[src/rtl/deck_shuffle_ctrl_pkg.sv]
// Shared constants, controller state type and card decode helpers.
package deck_shuffle_ctrl_pkg;

  localparam int unsigned DECK_SIZE = 52;
  localparam int unsigned CARD_W    = 6;

  typedef enum logic [3:0] {
    ST_IDLE,
    ST_INIT,
    ST_PICK,
    ST_RD_I,
    ST_RD_J,
    ST_WR_I,
    ST_WR_J,
    ST_READY,
    ST_DEAL_RD,
    ST_DEAL_OUT
  } state_e;

  // Rank 1..13 (ace low) of a card index.
  function automatic logic [3:0] card_rank(input logic [CARD_W-1:0] idx);
    logic [CARD_W-1:0] r;
    r = idx % CARD_W'(13);
    return 4'(r) + 4'd1;
  endfunction

  // Suit 0..3 of a card index.
  function automatic logic [1:0] card_suit(input logic [CARD_W-1:0] idx);
    logic [CARD_W-1:0] s;
    s = idx / CARD_W'(13);
    return 2'(s);
  endfunction

endpackage

[src/rtl/deck_shuffle_ctrl_if.sv]
// Control handshake and deck RAM port of the shuffle controller.
interface deck_shuffle_ctrl_if #(
  parameter int unsigned CARD_W = 6
) ();
  logic              start;
  logic              deal_req;
  logic              busy;
  logic              ready;
  logic              card_valid;
  logic [CARD_W-1:0] card;
  logic              deck_empty;
  logic [CARD_W-1:0] ram_addr;
  logic [CARD_W-1:0] ram_wdata;
  logic              ram_we;
  logic [CARD_W-1:0] ram_rdata;

  // Game controller plus deck RAM side.
  modport master (
    output start, deal_req, ram_rdata,
    input  busy, ready, card_valid, card, deck_empty, ram_addr, ram_wdata, ram_we
  );

  // Shuffle controller side.
  modport slave (
    input  start, deal_req, ram_rdata,
    output busy, ready, card_valid, card, deck_empty, ram_addr, ram_wdata, ram_we
  );
endinterface

[src/rtl/deck_shuffle_ctrl_lfsr.sv]
// Free-running right-shifting Galois LFSR.
module lfsr_gen #(
  parameter int unsigned        LFSR_W    = 16,
  parameter logic [LFSR_W-1:0]  LFSR_SEED = 16'hACE1,
  parameter logic [LFSR_W-1:0]  LFSR_TAPS = 16'hB400
) (
  input  logic              clk,
  input  logic              rst,
  output logic [LFSR_W-1:0] q
);
  logic [LFSR_W-1:0] q_q, q_d;

  // Next value: shift right, fold in the tap mask when a one falls out.
  always_comb begin
    q_d = q_q >> 1;
    if (q_q[0]) q_d = q_d ^ LFSR_TAPS;
  end

  // Advance every clock regardless of controller state.
  always_ff @(posedge clk or negedge rst) begin
    if (!rst) q_q <= LFSR_SEED;
    else      q_q <= q_d;
  end

  assign q = q_q;
endmodule

[src/rtl/deck_shuffle_ctrl.sv]
// Deck RAM sequencer: fill 0..N-1, Fisher-Yates shuffle in place, deal on request.
module deck_shuffle_ctrl
  import deck_shuffle_ctrl_pkg::*;
#(
  parameter int unsigned       DECK_SIZE = 52,
  parameter int unsigned       CARD_W    = 6,
  parameter int unsigned       LFSR_W    = 16,
  parameter logic [LFSR_W-1:0] LFSR_SEED = 16'hACE1,
  parameter logic [LFSR_W-1:0] LFSR_TAPS = 16'hB400
) (
  input logic                clk,
  input logic                rst,
  deck_shuffle_ctrl_if.slave bus
);
  localparam int unsigned PW = CARD_W + 1;

  state_e            state_q, state_d;
  logic [PW-1:0]     i_q, i_d, j_q, j_d, ptr_q, ptr_d;
  logic [CARD_W-1:0] ti_q, ti_d, card_q, card_d;
  logic              cv_q, cv_d;
  logic [LFSR_W-1:0] lfsr;
  logic [PW-1:0]     cand;
  logic              deck_empty;
  logic              unused_lfsr_hi;

  lfsr_gen #(
    .LFSR_W   (LFSR_W),
    .LFSR_SEED(LFSR_SEED),
    .LFSR_TAPS(LFSR_TAPS)
  ) u_lfsr (
    .clk(clk),
    .rst(rst),
    .q  (lfsr)
  );

  assign cand           = {1'b0, lfsr[CARD_W-1:0]};
  assign unused_lfsr_hi = ^lfsr[LFSR_W-1:CARD_W];
  assign deck_empty     = (ptr_q == PW'(DECK_SIZE));

  // Next state, counters and RAM strobes.
  // i doubles as the fill address during INIT; it ends at DECK_SIZE-1, which is
  // exactly the first swap index. WR_I writes the j-read straight from ram_rdata.
  always_comb begin
    state_d       = state_q;
    i_d           = i_q;
    j_d           = j_q;
    ptr_d         = ptr_q;
    ti_d          = ti_q;
    card_d        = card_q;
    cv_d          = 1'b0;
    bus.busy      = 1'b0;
    bus.ready     = 1'b0;
    bus.ram_addr  = '0;
    bus.ram_wdata = '0;
    bus.ram_we    = 1'b0;
    case (state_q)
      ST_IDLE: begin
        if (bus.start) begin
          state_d = ST_INIT;
          i_d     = '0;
          ptr_d   = '0;
        end
      end
      ST_INIT: begin
        bus.busy      = 1'b1;
        bus.ram_we    = 1'b1;
        bus.ram_addr  = i_q[CARD_W-1:0];
        bus.ram_wdata = i_q[CARD_W-1:0];
        if (i_q == PW'(DECK_SIZE - 1)) state_d = ST_PICK;
        else                           i_d     = i_q + PW'(1);
      end
      ST_PICK: begin
        bus.busy = 1'b1;
        if (cand <= i_q) begin
          j_d     = cand;
          state_d = ST_RD_I;
        end
      end
      ST_RD_I: begin
        bus.busy     = 1'b1;
        bus.ram_addr = i_q[CARD_W-1:0];
        state_d      = ST_RD_J;
      end
      ST_RD_J: begin
        bus.busy     = 1'b1;
        bus.ram_addr = j_q[CARD_W-1:0];
        ti_d         = bus.ram_rdata;
        state_d      = ST_WR_I;
      end
      ST_WR_I: begin
        bus.busy      = 1'b1;
        bus.ram_we    = 1'b1;
        bus.ram_addr  = i_q[CARD_W-1:0];
        bus.ram_wdata = bus.ram_rdata;
        state_d       = ST_WR_J;
      end
      ST_WR_J: begin
        bus.busy      = 1'b1;
        bus.ram_we    = 1'b1;
        bus.ram_addr  = j_q[CARD_W-1:0];
        bus.ram_wdata = ti_q;
        if (i_q == PW'(1)) begin
          state_d = ST_READY;
          ptr_d   = '0;
        end else begin
          i_d     = i_q - PW'(1);
          state_d = ST_PICK;
        end
      end
      ST_READY: begin
        bus.ready = 1'b1;
        if (bus.start) begin
          state_d = ST_INIT;
          i_d     = '0;
          ptr_d   = '0;
        end else if (bus.deal_req && !deck_empty) begin
          state_d = ST_DEAL_RD;
        end
      end
      ST_DEAL_RD: begin
        bus.ram_addr = ptr_q[CARD_W-1:0];
        state_d      = ST_DEAL_OUT;
      end
      ST_DEAL_OUT: begin
        card_d  = bus.ram_rdata;
        cv_d    = 1'b1;
        if (!deck_empty) ptr_d = ptr_q + PW'(1);
        state_d = ST_READY;
      end
      default: state_d = ST_IDLE;
    endcase
  end

  // State, counters, swap register and registered card output.
  always_ff @(posedge clk or negedge rst) begin
    if (!rst) begin
      state_q <= ST_IDLE;
      i_q     <= '0;
      j_q     <= '0;
      ptr_q   <= '0;
      ti_q    <= '0;
      card_q  <= '0;
      cv_q    <= 1'b0;
    end else begin
      state_q <= state_d;
      i_q     <= i_d;
      j_q     <= j_d;
      ptr_q   <= ptr_d;
      ti_q    <= ti_d;
      card_q  <= card_d;
      cv_q    <= cv_d;
    end
  end

  assign bus.card_valid = cv_q;
  assign bus.card       = card_q;
  assign bus.deck_empty = deck_empty;
endmodule

[src/flat_wrapper.sv]
// flat-port wrapper written by rule: the top's interface ports become plain ports
module deck_shuffle_ctrl_flat import deck_shuffle_ctrl_pkg::*;
#(
  parameter int unsigned       DECK_SIZE = 52,
  parameter int unsigned       CARD_W    = 6,
  parameter int unsigned       LFSR_W    = 16,
  parameter logic [LFSR_W-1:0] LFSR_SEED = 16'hACE1,
  parameter logic [LFSR_W-1:0] LFSR_TAPS = 16'hB400
)
  (clk, rst, bus_start, bus_deal_req, bus_ram_rdata, bus_busy, bus_ready, bus_card_valid, bus_card, bus_deck_empty, bus_ram_addr, bus_ram_wdata, bus_ram_we);
  deck_shuffle_ctrl_if #(.CARD_W(CARD_W)) bus_i ();
  input logic clk;
  input logic rst;
  input wire logic [$bits(bus_i.start)-1:0] bus_start;
  input wire logic [$bits(bus_i.deal_req)-1:0] bus_deal_req;
  input wire logic [$bits(bus_i.ram_rdata)-1:0] bus_ram_rdata;
  output wire logic [$bits(bus_i.busy)-1:0] bus_busy;
  output wire logic [$bits(bus_i.ready)-1:0] bus_ready;
  output wire logic [$bits(bus_i.card_valid)-1:0] bus_card_valid;
  output wire logic [$bits(bus_i.card)-1:0] bus_card;
  output wire logic [$bits(bus_i.deck_empty)-1:0] bus_deck_empty;
  output wire logic [$bits(bus_i.ram_addr)-1:0] bus_ram_addr;
  output wire logic [$bits(bus_i.ram_wdata)-1:0] bus_ram_wdata;
  output wire logic [$bits(bus_i.ram_we)-1:0] bus_ram_we;
  assign bus_i.start = bus_start;
  assign bus_i.deal_req = bus_deal_req;
  assign bus_i.ram_rdata = bus_ram_rdata;
  assign bus_busy = bus_i.busy;
  assign bus_ready = bus_i.ready;
  assign bus_card_valid = bus_i.card_valid;
  assign bus_card = bus_i.card;
  assign bus_deck_empty = bus_i.deck_empty;
  assign bus_ram_addr = bus_i.ram_addr;
  assign bus_ram_wdata = bus_i.ram_wdata;
  assign bus_ram_we = bus_i.ram_we;
  deck_shuffle_ctrl #(.DECK_SIZE(DECK_SIZE), .CARD_W(CARD_W), .LFSR_W(LFSR_W), .LFSR_SEED(LFSR_SEED), .LFSR_TAPS(LFSR_TAPS)) u_core (.clk(clk), .rst(rst), .bus(bus_i));
endmodule
[config.mk]
export PLATFORM = sky130hd
export DESIGN_NAME = deck_shuffle_ctrl_flat
export DESIGN_NICKNAME = d
export VERILOG_FILES = /design/src/rtl/deck_shuffle_ctrl_pkg.sv /design/src/rtl/deck_shuffle_ctrl_if.sv /design/src/rtl/deck_shuffle_ctrl_lfsr.sv /design/src/rtl/deck_shuffle_ctrl.sv /design/src/flat_wrapper.sv
export SDC_FILE = /design/constraint.sdc
export NUM_CORES = 1
export LEC_CHECK = 0
export ABC_AREA = 1
export BUFFER_PORTS_ARGS = -buffer_cell sky130_fd_sc_hd__buf_2
export CAP_MARGIN = 5
export CORE_UTILIZATION = 58
export CTS_CLUSTER_DIAMETER = 30
export DETAILED_ROUTE_END_ITERATION = 8
export GPL_TIMING_DRIVEN = 0
export HOLD_SLACK_MARGIN = 0.08
export PLACE_DENSITY = 0.79
export SLEW_MARGIN = 20
export SYNTH_ARGS = -nofsm -noshare
export SYNTH_HDL_FRONTEND = slang
export SYNTH_SLANG_ARGS = --single-unit
[constraint.sdc]
create_clock -name clk -period 2.1 [get_ports clk]
set_input_delay 0.315 -clock clk [delete_from_list [all_inputs] [get_ports clk]]
set_output_delay 0.315 -clock clk [all_outputs]
set_load 0.005 [all_outputs]
==> results.md, run 1 <==
Outcome:
- The run finished with clean final reports.

Critical path:
- The cell that appears most often on the critical path is buf_2.
- The category of the worst setup path launch point is a flop.
- The kind of end point of the critical path is an output pin.
- For this design, the slowest cell found on the critical path is dfrtp_1.
- Among cell families on the critical path, the largest total delay comes from simple AND/OR/NAND/NOR gates.
- The start-to-end type of the worst setup path is reg -> out.
- Walking the worst path, the cells encountered are buf_2 -> nor2_4 -> nand2_1 -> o221ai_1 -> buf_2.
- The required time at the endpoint of the critical path is 1780 ps.
- On the worst path, the slowest cell contributes a delay of 380 ps.
- The data arrival time of the critical path is between 1500 and 2000 ps.
- The critical path buffer and inverter count is 2.
- Of all nets on the critical path, the largest fanout is 9.

Floorplanning:
- The die width is between 70 and 80 µm.
- The initial standard-cell utilization of the core is 61.2%.
- 33 I/O pins were placed.
- After floorplanning, the core was divided into 25 placement rows.
- The placeable core area is between 4000 and 5000 µm².
- The height of the die is approximately 73 µm.
- The floorplan step defined a die boundary enclosing 5330 µm².

Finish:
- The multi-input combinational cells in the finished layout cover a total of 1440 µm².
- Cells with a size suffix above 1 make up 22.4% of the layout.
- Summing all flip-flop and latch instances after layout gives 1340 µm².
- From synthesis to final layout, the design area changed by 14.1%.
- The cell area after layout is 3340 µm².
- The diode insertion count for antenna repair is 0.
- The final net count is 431.
- Fill cells in the final layout number between 300 and 400.

Route:
- The post-detailed-route DRC marker count is 0.
- The final route contains 2495 vias.
- In the final routed layout, each cell accounts on average for 13.2 µm.
- The via density per instance is 5.22.
- For this run, the detailed router's first-pass iteration total came to 4.
- The number of routed nets with antenna violations is 0.
- The routed design has about 6.3 mm of wire.
- In this run, the number of DRC markers left after iteration 0 of detailed routing was 210.

Clock network:
- CTS built an H-tree with a depth of 2.
- The longest clock path from root to sink contains 2 buffers.
- The total number of clock tree sinks is 53.
- The number of buffers inserted during clock tree synthesis is 5.
- The clock tree root buffer cell is clkbuf_8.
- TritonCTS built the clock tree.
- The clock transition time at the flip-flop clock pins of the worst setup and hold paths is about 100 ps.
- The latest clock arrival within the worst-skew pair is 320 ps.

Place:
- The final RePlAce weighted congestion is 0.914.
- The placed wire-length estimate after detailed placement is between 4 and 5 mm.
- In this run the tool buffered the top-level ports with 32 buffer cells.
- The placed instances occupy a cell area of 3170 µm².
- The worst slack at placement is -60.5 ps.

Yosys:
- The net count after synthesis is 391.
- The most used flip-flop cell after synthesis is dfrtp_1.
- The post-synthesis instance total is 370.
- The largest total area in the synthesized netlist belongs to dfrtp_1.
- In this run the cell area of the synthesized design comes to between 2000 and 3000 µm².
- Sorting the synthesized cells by how often they occur yields nand2_1, dfrtp_1, nand3_1.
- The number of distinct library cells after synthesis is 30.
- The count of yosys warnings during synthesis is 0.
- Sorting the synthesized cells by area gives the leading types as dfrtp_1, nand2_1, dfstp_2.
- For this run, asynchronously set or reset flops after synthesis account for 100%.
- Of the post-synthesis cell area, the dominant cell type holds 38.5%.
- After synthesis the netlist holds a flip-flop and latch count of 53.
- The leading cell type by number of instances after synthesis is nand2_1.
- The average size of a mapped cell is 7.91 µm².
- Summing the sequential cell areas from Yosys gives 45.7% of the chip area.
- Counting flops with a built-in enable in the synthesized netlist gives 0.

STA:
- The final critical-path share of the clock period is 95.5%.
- On the final layout, the worst hold slack is 297 ps.
- The max-slew violation count is 0.
- The transition time of the tightest slew-check pin is 659 ps.
- For the finished layout, the period the worst path requires is 2000 ps.
- The clock arrives with 13.1 ps of skew.
- For this run, the top clock speed supported by timing is 499 MHz.
- Setup violations remaining at the end of the flow were counted as 0.
- The count of final hold-check violations came to 0.
- The final setup TNS is 0 ps.
- The final worst slack is 95.5 ps.
- The worst pin sits at a relative slew slack of between 50% and 60%.

Job:
- The tool flagged a number of max-cap violations equal to 0.

Pwr:
- VDD sags by at most slightly below 0.5 mV.
- Total power for the finished layout comes to 1.69 mW.
- For this design the static power due to leakage is 1.69 nW.
- In this run the power density over the cells is between 500 and 600 nW/µm².

Global routing:
- The number of antenna violations at the first check in global routing came to 0.
- The via count of the first global-routing pass is 2315.
- Global routing finished with a remaining overflow of 0.
- The wire length of the first global-routing pass is 11.0 mm.
- The total track usage is a little over a quarter.
- The maximum number of pins on one net before global-route repair is 54.

Hold path:
- The worst hold path belongs to the class in -> reg.
## per-stage QoR
stage          cells  utilization [%]
6_report         478             69.8
5_1_grt          478             69.8
4_1_cts          477             68.8
3_5_place_dp     469             66.3
3_3_place_gp     469             66.2
2_1_floorplan    370                -
## placed cells by master, fill, tap and decap left out, types with 3 or more instances in the layout
cell type and n:
dfstp_2 8, o22ai_1 3, nor2_4 4, buf_4 3
nor3_1 3, nand3_1 35, o211ai_1 3, xnor2_1 3
inv_2 9, buf_2 33, o21ai_0 13, nand2_1 115
o221ai_1 9, dfrtp_2 5, nor2_2 5, o21ai_1 4
xor2_1 9, inv_1 28, dfrtp_1 40, a21oi_1 5
nand2_2 7, ha_1 11, clkbuf_8 5, nor2_1 31
## worst register-to-register path: cells and delay by family, from the launching register on
kind | cells | cell delay, ps
compound gates | 2 | 240
fa+ha+maj | 1 | 270
buf+inv | 1 | 180
simple gates | 6 | 580
flops | 1 | 490
## path summary, 6_finish.rpt
check                                   start            endpoint  slack [ps]  cells past startpoint
setup / recovery            u_core.state_q[1]     bus_ram_addr[5]         100                      5
hold / removal               bus_ram_rdata[4]      u_core.ti_q[4]         300                      3
setup reg to reg                u_core.i_q[4]       u_core.j_q[0]         230                     10
hold reg to reg            u_core.u_lfsr.q[7]  u_core.u_lfsr.q[6]         360                      0
max in group asynchronous                 rst       u_core.i_q[3]        1070                      2
min in group asynchronous                 rst     u_core.ptr_q[2]         560                      2
## kinds of logic after synthesis
group | Yosys count | share of synthesized area (%)
DFF | 53 | 45.7
AOI/OAI and AO/OA | 39 | 8.29
and+or+nand+nor | 210 | 31.8
xor gates and xnor gates | 12 | 3.59
adders and majority gates | 11 | 4.70
buffers and inverters | 45 | 5.94
## where the power goes
group	internal, mW	leakage, nW	switching, mW
combinational	0.0113	1.02	0.0293
clock	0.249	0.0511	0.367
sequential	1.03	0.620	0.00293
## routing by layer
| metal | track usage [%] | up-vias | part of all wire (%) |
|---|---|---|---|
| met5 | 0 | - | 0 |
| met4 | 8.06 | 0 | 1.5 |
| met3 | 5.25 | 8 | 4.3 |
| met2 | 41.5 | 54 | 46 |
| met1 | 38.3 | 1151 | 48 |
| li1 | - | 1282 | - |
## state kept, by name, indices dropped and copies added, names as in the netlist
| name | flops |
|---|---|
| u_core.bus.card | 6 |
| u_core.bus.card_valid | 1 |
| u_core.u_lfsr.q | 16 |
| u_core.state_q | 4 |
| u_core.ti_q | 6 |
| u_core.ptr_q | 7 |
| u_core.i_q | 7 |
| u_core.j_q | 6 |
## area by class of cell
| cell class | count | share of cell area (%) |
|---|---|---|
| Clock inverter | 3 | 1.01 |
| Timing Repair Buffer | 35 | 5.62 |
| Buffer | 6 | 1.20 |
| Multi-Input combinational cell | 272 | 43.2 |
| Tap cell | 67 | 2.51 |
| Sequential cell | 53 | 40.2 |
| Inverter | 37 | 4.16 |
| Clock buffer | 5 | 2.06 |
## timing repair
action | 4_1_cts | 5_1_grt
hold endpoints to repair | 45 | 0
hold buffers | 1 | 0
gates resized for setup | 3 | 16
buffers inserted | 0 | 2
endpoints found under the setup margin | 20 | 24
pin swaps | 0 | 1
Note: power is estimated with default switching activity, not from simulation.
==> run 2: changes to the inputs <==
Settings changed: CORE_UTILIZATION 58 to 60, CTS_BUF_LIST from default to sky130_fd_sc_hd__clkbuf_4 sky130_fd_sc_hd__clkbuf_8, PLACE_DENSITY 0.79 to 0.81.
==> run 2 against run 1 <==
  * Register-to-register slack worse by 50 ps
  * Hold slack worse by 1.4 ps
  * Clock power hardly changed
  * Non-clock buffer count is 1 higher
  * Critical path type unchanged
  * First-iteration DRC count is 22% higher
  * Setup slack worse by 16 ps
  * Die area is 3.2% lower
  * Sequential share of layout area is 0.060 points lower
  * Total power hardly changed
==> results.md, run 2 (synthesized netlist as in run 1, its figures left out) <==
Pwr:
- The total power divided by cell area is ~510 nW/µm².
- The total power after layout is 1.69 mW.
- The leakage component of the power is 1.70 nW.
- The peak supply drop is approximately 0.52 mV.

STA:
- Based on the critical path, the design can be clocked at up to 495 MHz.
- The clock arrives with between 4 and 5 ps of skew.
- The final critical-path share of the clock period is 96.2%.
- After routing, the total negative slack on setup checks comes to 0 ps.
- The max-slew violation count is 0.
- Setup repair after global routing could not meet its margin everywhere.
- The max-slew headroom at the worst pin is 57.2%.
- Setup violations remaining at the end of the flow were counted as 0.
- Hold is met by just under 300 ps.
- For the pin with the worst max-slew slack, the measured transition is 641 ps.
- The shortest clock period the worst path allows after layout is slightly above 2000 ps.
- The count of final hold-check violations is 0.

Route:
- The number of routed nets with antenna violations is 0.
- For this block, the via count after detailed routing is around 2600.
- The post-detailed-route DRC marker count is 0.
- The final layout contains routed wiring with a total length of 6.29 mm.
- Dividing the detail-routed wire length by the instance count gives 13.1 µm.
- For this run, the detailed router's first-pass iteration total came to 5.
- The via density per instance is 5.36.
- The number of DRC markers in iteration 0 is 257.

Place:
- The cell area reported after detailed placement is 3170 µm².
- The number of input and output port buffers inserted is 32.
- The placed wire-length estimate after detailed placement is 4.63 mm.
- The instance count after placement with tap cells included is roughly 470.
- The final RePlAce weighted congestion is 0.931.

Global routing:
- The number of antenna violations at the first check in global routing is 0.
- The first global-routing pass estimated 11.0 mm of wire.
- The via count of the first global-routing pass is 2396.
- Global routing used between 20% and 30% of the available tracks.
- The maximum number of pins on one net before global-route repair is 54.
- For this run the aggregate overflow at the end of global routing stands at 0.

Critical path:
- The number of cells traversed by the worst register-to-register path is 10.
- The category of the worst setup path launch point is a flop.
- Data arrives at the worst endpoint at 1710 ps.
- The required time at the endpoint of the critical path is between 1500 and 2000 ps.
- The end of the worst register-to-register path is u_core.j_q[0].
- The kind of end point of the critical path is an output pin.
- The largest individual stage delay along the critical path comes from the cell dfrtp_1.
- The worst reg-to-reg setup slack is about 180 ps.
- The termination of the worst setup path is bus_ram_addr[5].
- The critical path buffer and inverter count is 4.
- In this run the worst path has a maximum fanout of 8.
- The critical path's largest stage delay is 380 ps.
- The critical path in this run is classified as reg -> out.
- The reg-to-reg critical path startpoint is u_core.i_q[5].
- Traced cell by cell, the critical path runs through buf_4 -> inv_2 -> nor2_4 -> inv_1 -> nor2_2 -> a21oi_2 -> o221ai_1 -> buf_2.
- The critical path starts at u_core.state_q[0].
- The family of cells with the greatest summed delay on the critical path is buffers and inverters.
- The total stage count of the critical path is 8.

Job:
- Max-cap violations in this run came to 0.

Clock network:
- The clock tree root buffer cell is clkbuf_8.
- The number of buffers inserted during clock tree synthesis is 5.
- The TritonCTS clock tree is built.
- The H-tree generated during clock tree synthesis spans 2 levels.
- Clock-pin slew was measured on the worst setup and hold paths at 100 ps.
- The latest clock arrival within the worst-skew pair is 310 ps.
- Counting along the longest clock path gives a buffer depth of 2.
- Counting every sink on the clock net gives 53.

Floorplanning:
- The height of the die is ~72 µm.
- The initial standard-cell utilization of the core is 62.0%.
- From left edge to right edge, the die measures 71.8 µm.
- After floorplanning, the core was divided into 25 placement rows.
- 33 I/O pins were placed.
- The placeable core area is 4720 µm².
- The die covers 5160 µm².

Finish:
- After routing the design area is about 3300 µm².
- The repair_antennas step left the layout with diodes totalling 0.
- The leading cell type in the layout, fill and taps excluded is nand2_1.
- Leaving out fill and tap cells, the most frequent cells in the layout are nand2_1, dfrtp_1, nand3_1.
- Relative to the synthesized area, the layout overhead comes to 14.1%.
- The finished layout holds 479 standard cells, fillers aside.
- The share of final-layout standard cells stronger than drive strength 1 is 21.8%.
- The final layout contains 432 nets.
- The register with the most flip-flops in the layout has 16 of them.

Hold path:
- In this run the most critical hold path is launched from bus_ram_rdata[4].
- The worst min-delay path category is in -> reg.

Outcome:
- The run finished with clean final reports.
## run 2: routing by layer
metal	GRT usage [%]	part of all wire, %	wire length, µm
met4	7.63	1.2	76
met3	5.06	5.5	348
met5	0	0	0
met2	43.7	47	2940
met1	38.0	46	2920
## run 2: how the worst min path moves through the flow
stage                               to  depth (start not counted)
detailed placement  u_core.u_lfsr.q[7]                          0
global route            u_core.ti_q[0]                          3
floorplan           u_core.bus.card[0]                          0
global placement    u_core.u_lfsr.q[5]                          0
finish              u_core.bus.card[4]                          3
CTS                 u_core.bus.card[4]                          3
## run 2: repair_timing
item / 4_1_cts / 5_1_grt
pin swaps: 0 / 2
setup endpoints to repair: 21 / 23
hold buffers: 1 / 0
buffers inserted: 0 / 2
hold endpoints to repair: 45 / 0
gates resized for setup: 4 / 12
## run 2: metrics by stage
step / setup WS, ps / util (%)
after floorplan: 301 / -
after global placement: -34.0 / 67.1
after detailed placement: -92.8 / 67.2
after CTS: 1.80 / 69.7
after global routing: -30.5 / 70.7
final: 79.6 / 70.7
## run 2: area by class of cell
cell class | count | area (µm²)
multi-input combinational | 272 | 1440
tap | 67 | 83.8
sequential | 53 | 1340
timing repair buffer | 35 | 188
clock inverter | 3 | 33.8
clock buffer | 5 | 68.8
buffer | 7 | 41.3
inverter | 37 | 139
fill | 383 | 1390
## run 2: worst register-to-register path: stages, from the launching register on
cell      delay [ps]
dfrtp_1          460
inv_1            220
ha_1             290
inv_1             60
nor2_1            40
a21boi_0         210
nand2_1          100
nand2_1          170
nand2_2          140
nand2_1           80
o21ai_1           60
## run 2: report_power, final
group | internal [mW] | switching [mW] | total [mW]
clock | 0.249 | 0.367 | 0.616
combinational | 0.0113 | 0.0293 | 0.0406
sequential | 1.03 | 0.00317 | 1.03
==> run 3: changes to the inputs <==
Settings changed: SYNTH_HIERARCHICAL from default to 1.
==> run 3 against run 2 <==
  * Clock power about the same
  * Fmax up 1.0%
  * Critical path depth unchanged
  * Register-to-register slack better by 40 ps
  * Sequential power about the same
  * Synthesized area up 1.1%
  * Clock skew up 4.5 ps
  * Critical endpoint is now bus_ram_addr[3]
  * Largest power group unchanged
  * Highest routed layer unchanged
==> results.md, run 3 <==
Critical path:
- Measured in cells, the most critical reg-to-reg path has a length of 10.
- The worst reg-to-reg setup slack is 220 ps.
- The most critical setup path has its startpoint at u_core/state_q[1].
- The end of the worst register-to-register path is u_core/j_q[0].
- STA puts the critical path data required time at 1780 ps.
- The kind of end point of the critical path is an output pin.
- The maximum fanout encountered on the critical timing path is 7.
- At the worst endpoint, the arrival time is roughly 1700 ps.
- The critical path is of the reg -> out type.
- The reg-to-reg critical path startpoint is u_core/i_q[5].
- The category of the worst setup path launch point is a flop.

Finish:
- The register with the most flip-flops in the layout has 16 of them.
- In the final design database the tool counted 453 nets.
- From synthesis to final layout, the design area changed by 13.9%.
- The cell area after layout is ~3400 µm².
- Once layout is complete, the cells apart from fillers number 500.
- Leaving out fill and tap cells, the most frequent cells in the layout are nand2_1, dfrtp_1, buf_2.
- The diode insertion count for antenna repair is 0.
- The post-route netlist has roughly a fifth of its cells at a drive strength greater than 1.
- The layout has 376 filler cells.
- The leading cell type in the layout, fill and taps excluded is nand2_1.

Pwr:
- In this run, the combinational gates consume about 2.4% of the power.
- The peak supply drop is between 0.4 and 0.5 mV.
- The total power divided by cell area is 501 nW/µm².
- The proportion of total power due to net switching is 23.8%.
- Of the total power, the clock network draws 36.6%.
- For this design the static power due to leakage is 1.74 nW.
- Summed over all nets, the switching power comes to 401 µW.
- The sequential fraction of design power is 61.0%.
- Cell internal power was estimated by the tool at around 1.3 mW.

STA:
- The count of final hold-check violations is 0.
- The final critical-path share of the clock period is 95.2%.
- The shortest clock period the worst path allows after layout is 2000 ps.
- Setup repair after global routing could not meet its margin everywhere.
- Headroom to the max-slew limit came out at 57.3%.
- The max-slew violation count was 0.
- For the pin with the worst max-slew slack, the measured transition is between 600 and 700 ps.
- The achievable clock frequency is 500 MHz.
- Setup violations remaining at the end of the flow were counted as 0.
- For the final database, setup skew stands at 9.21 ps.

Floorplanning:
- The number of ports placed on the die boundary is 33.
- The die is 72.2 µm wide.
- The height of the die is 72.2 µm.
- The die area is about 5200 µm².
- Row generation in the floorplan step produced 25 rows.
- The placeable core area is 4720 µm².
- The initial utilization of the core area, before any placement, comes to between 60 and 70%.

Place:
- The placed wire-length estimate after detailed placement is 4.71 mm.
- The number of input and output port buffers inserted is 32.
- After detailed placement, the design holds a cell count of 488.
- At the end of routability-driven placement, the weighted congestion stood at 0.964.
- In this run the cell area measured after placement is 3210 µm².

Route:
- For this block, the initial DRC count from the detailed router was 225.
- The routed length per instance is between 10 and 15 µm.
- The total iterations of the first detailed-routing run is 6.
- The number of routed nets with antenna violations is 0.
- In the routed layout, each cell is associated on average with a via count of 5.29.
- The total length of routed wires is 6.49 mm.
- The detailed-route via count is between 2000 and 3000.
- The post-detailed-route DRC marker count is 0.

Yosys:
- The cell area after synthesis is around 3000 µm².
- The net count after synthesis is between 400 and 500.
- The post-synthesis instance total is about 390.
- Dividing the synthesized area by the synthesized cell count gives 7.61 µm².
- The count of yosys warnings during synthesis is 6.

Hold path:
- The hold path startpoint is bus_ram_rdata[3].
- The worst min-delay path category is in -> reg.
- The worst hold endpoint is u_core/ti_q[3].
- The depth of the worst hold-timing path is 3.

Clock network:
- In this run the deepest clock path goes through 2 buffers.
- Counting every sink on the clock net gives 53.
- Clock latency on the worst-skew pair, taken at its later pin, is 320 ps.
- The TritonCTS clock tree is built.
- The clock tree synthesis step divided the H-tree into 2 levels.
- The clock transition time at the flip-flop clock pins of the worst setup and hold paths is 100 ps.
- The number of buffers inserted during clock tree synthesis is 5.
- The tree is rooted in a clkbuf_8.

Global routing:
- The total track usage is 26.5%.
- The via count of the first global-routing pass is 2296.
- Summed over all layers, the global routing overflow is 0.
- The first global-routing pass estimated 10.5 mm of wire.
- The number of antenna violations at the first check in global routing was 0.
- Entering global routing, the biggest net connects 54 pins.

Job:
- Across the run, the number of max-cap violations was 0.

Outcome:
- The run finished with clean final reports.
[run 3: metal layers]
layer | up-vias | GRT usage [%] | wire length (µm)
met2 | 79 | 43.3 | 3060
met1 | 1231 | 36.3 | 3050
met5 | - | 0 | 0
met4 | 0 | 7.84 | 94
met3 | 12 | 4.72 | 293
li1 | 1324 | - | -
[run 3: cell type report]
cell class / instances / area [µm²] / area share [%]
plain buffers: 12 / 82.6 / 2.45
repair buffers: 37 / 203 / 6.01
clock inverters: 3 / 28.8 / 0.854
well taps: 67 / 83.8 / 2.49
multi-input cells: 280 / 1400 / 41.6
inverters: 43 / 161 / 4.79
flip-flops and latches: 53 / 1340 / 39.7
clock buffers: 5 / 68.8 / 2.04
[run 3: power by group through the flow]
stage | clock [mW] | sequential, mW | combinational, mW
2_1_floorplan | 0 | 1.05 | 0.00800
3_3_place_gp | 0 | 1.05 | 0.0398
3_5_place_dp | 0 | 1.05 | 0.0409
4_1_cts | 0.632 | 1.03 | 0.0422
5_1_grt | 0.671 | 1.03 | 0.0479
6_report | 0.618 | 1.03 | 0.0409
[run 3: worst max path at each step]
| stage | to | depth (start not counted) |
|---|---|---|
| after floorplan | u_core/j_q[0] | 10 |
| after global placement | u_core/j_q[0] | 9 |
| after detailed placement | u_core/j_q[0] | 9 |
| after CTS | bus_ram_wdata[0] | 7 |
| after global routing | bus_ram_addr[2] | 8 |
| final | bus_ram_addr[3] | 8 |
[run 3: repair_timing]
item,4_1_cts,5_1_grt
hold buffers,1,0
setup endpoints to repair,4,19
pin swaps,0,2
setup buffers,0,4
gates resized for setup,2,11
gates cloned,0,0
hold endpoints to repair,45,0
[run 3: worst max-delay path: stages (launching register included)]
cell,delay [ps]
dfrtp_2,450
inv_2,70
nand2_1,120
inv_2,100
nand2_1,110
o21ai_2,90
inv_2,90
o211ai_1,190
buf_2,150
[run 3: metrics by stage]
| step | hold slack (ps) | util [%] | setup WS [ps] | TNS [ps] | total power [mW] |
|---|---|---|---|---|---|
| finish | 275 | 71.4 | 101 | 0 | 1.69 |
| global placement | 338 | 67.8 | 218 | 0 | 1.09 |
| floorplan | 19.4 | - | 440 | 0 | 1.06 |
| global route | 287 | 71.4 | -25.7 | -25.7 | 1.75 |
| detailed placement | 338 | 67.9 | 184 | 0 | 1.09 |
| CTS | 273 | 70.2 | 18.1 | 0 | 1.70 |
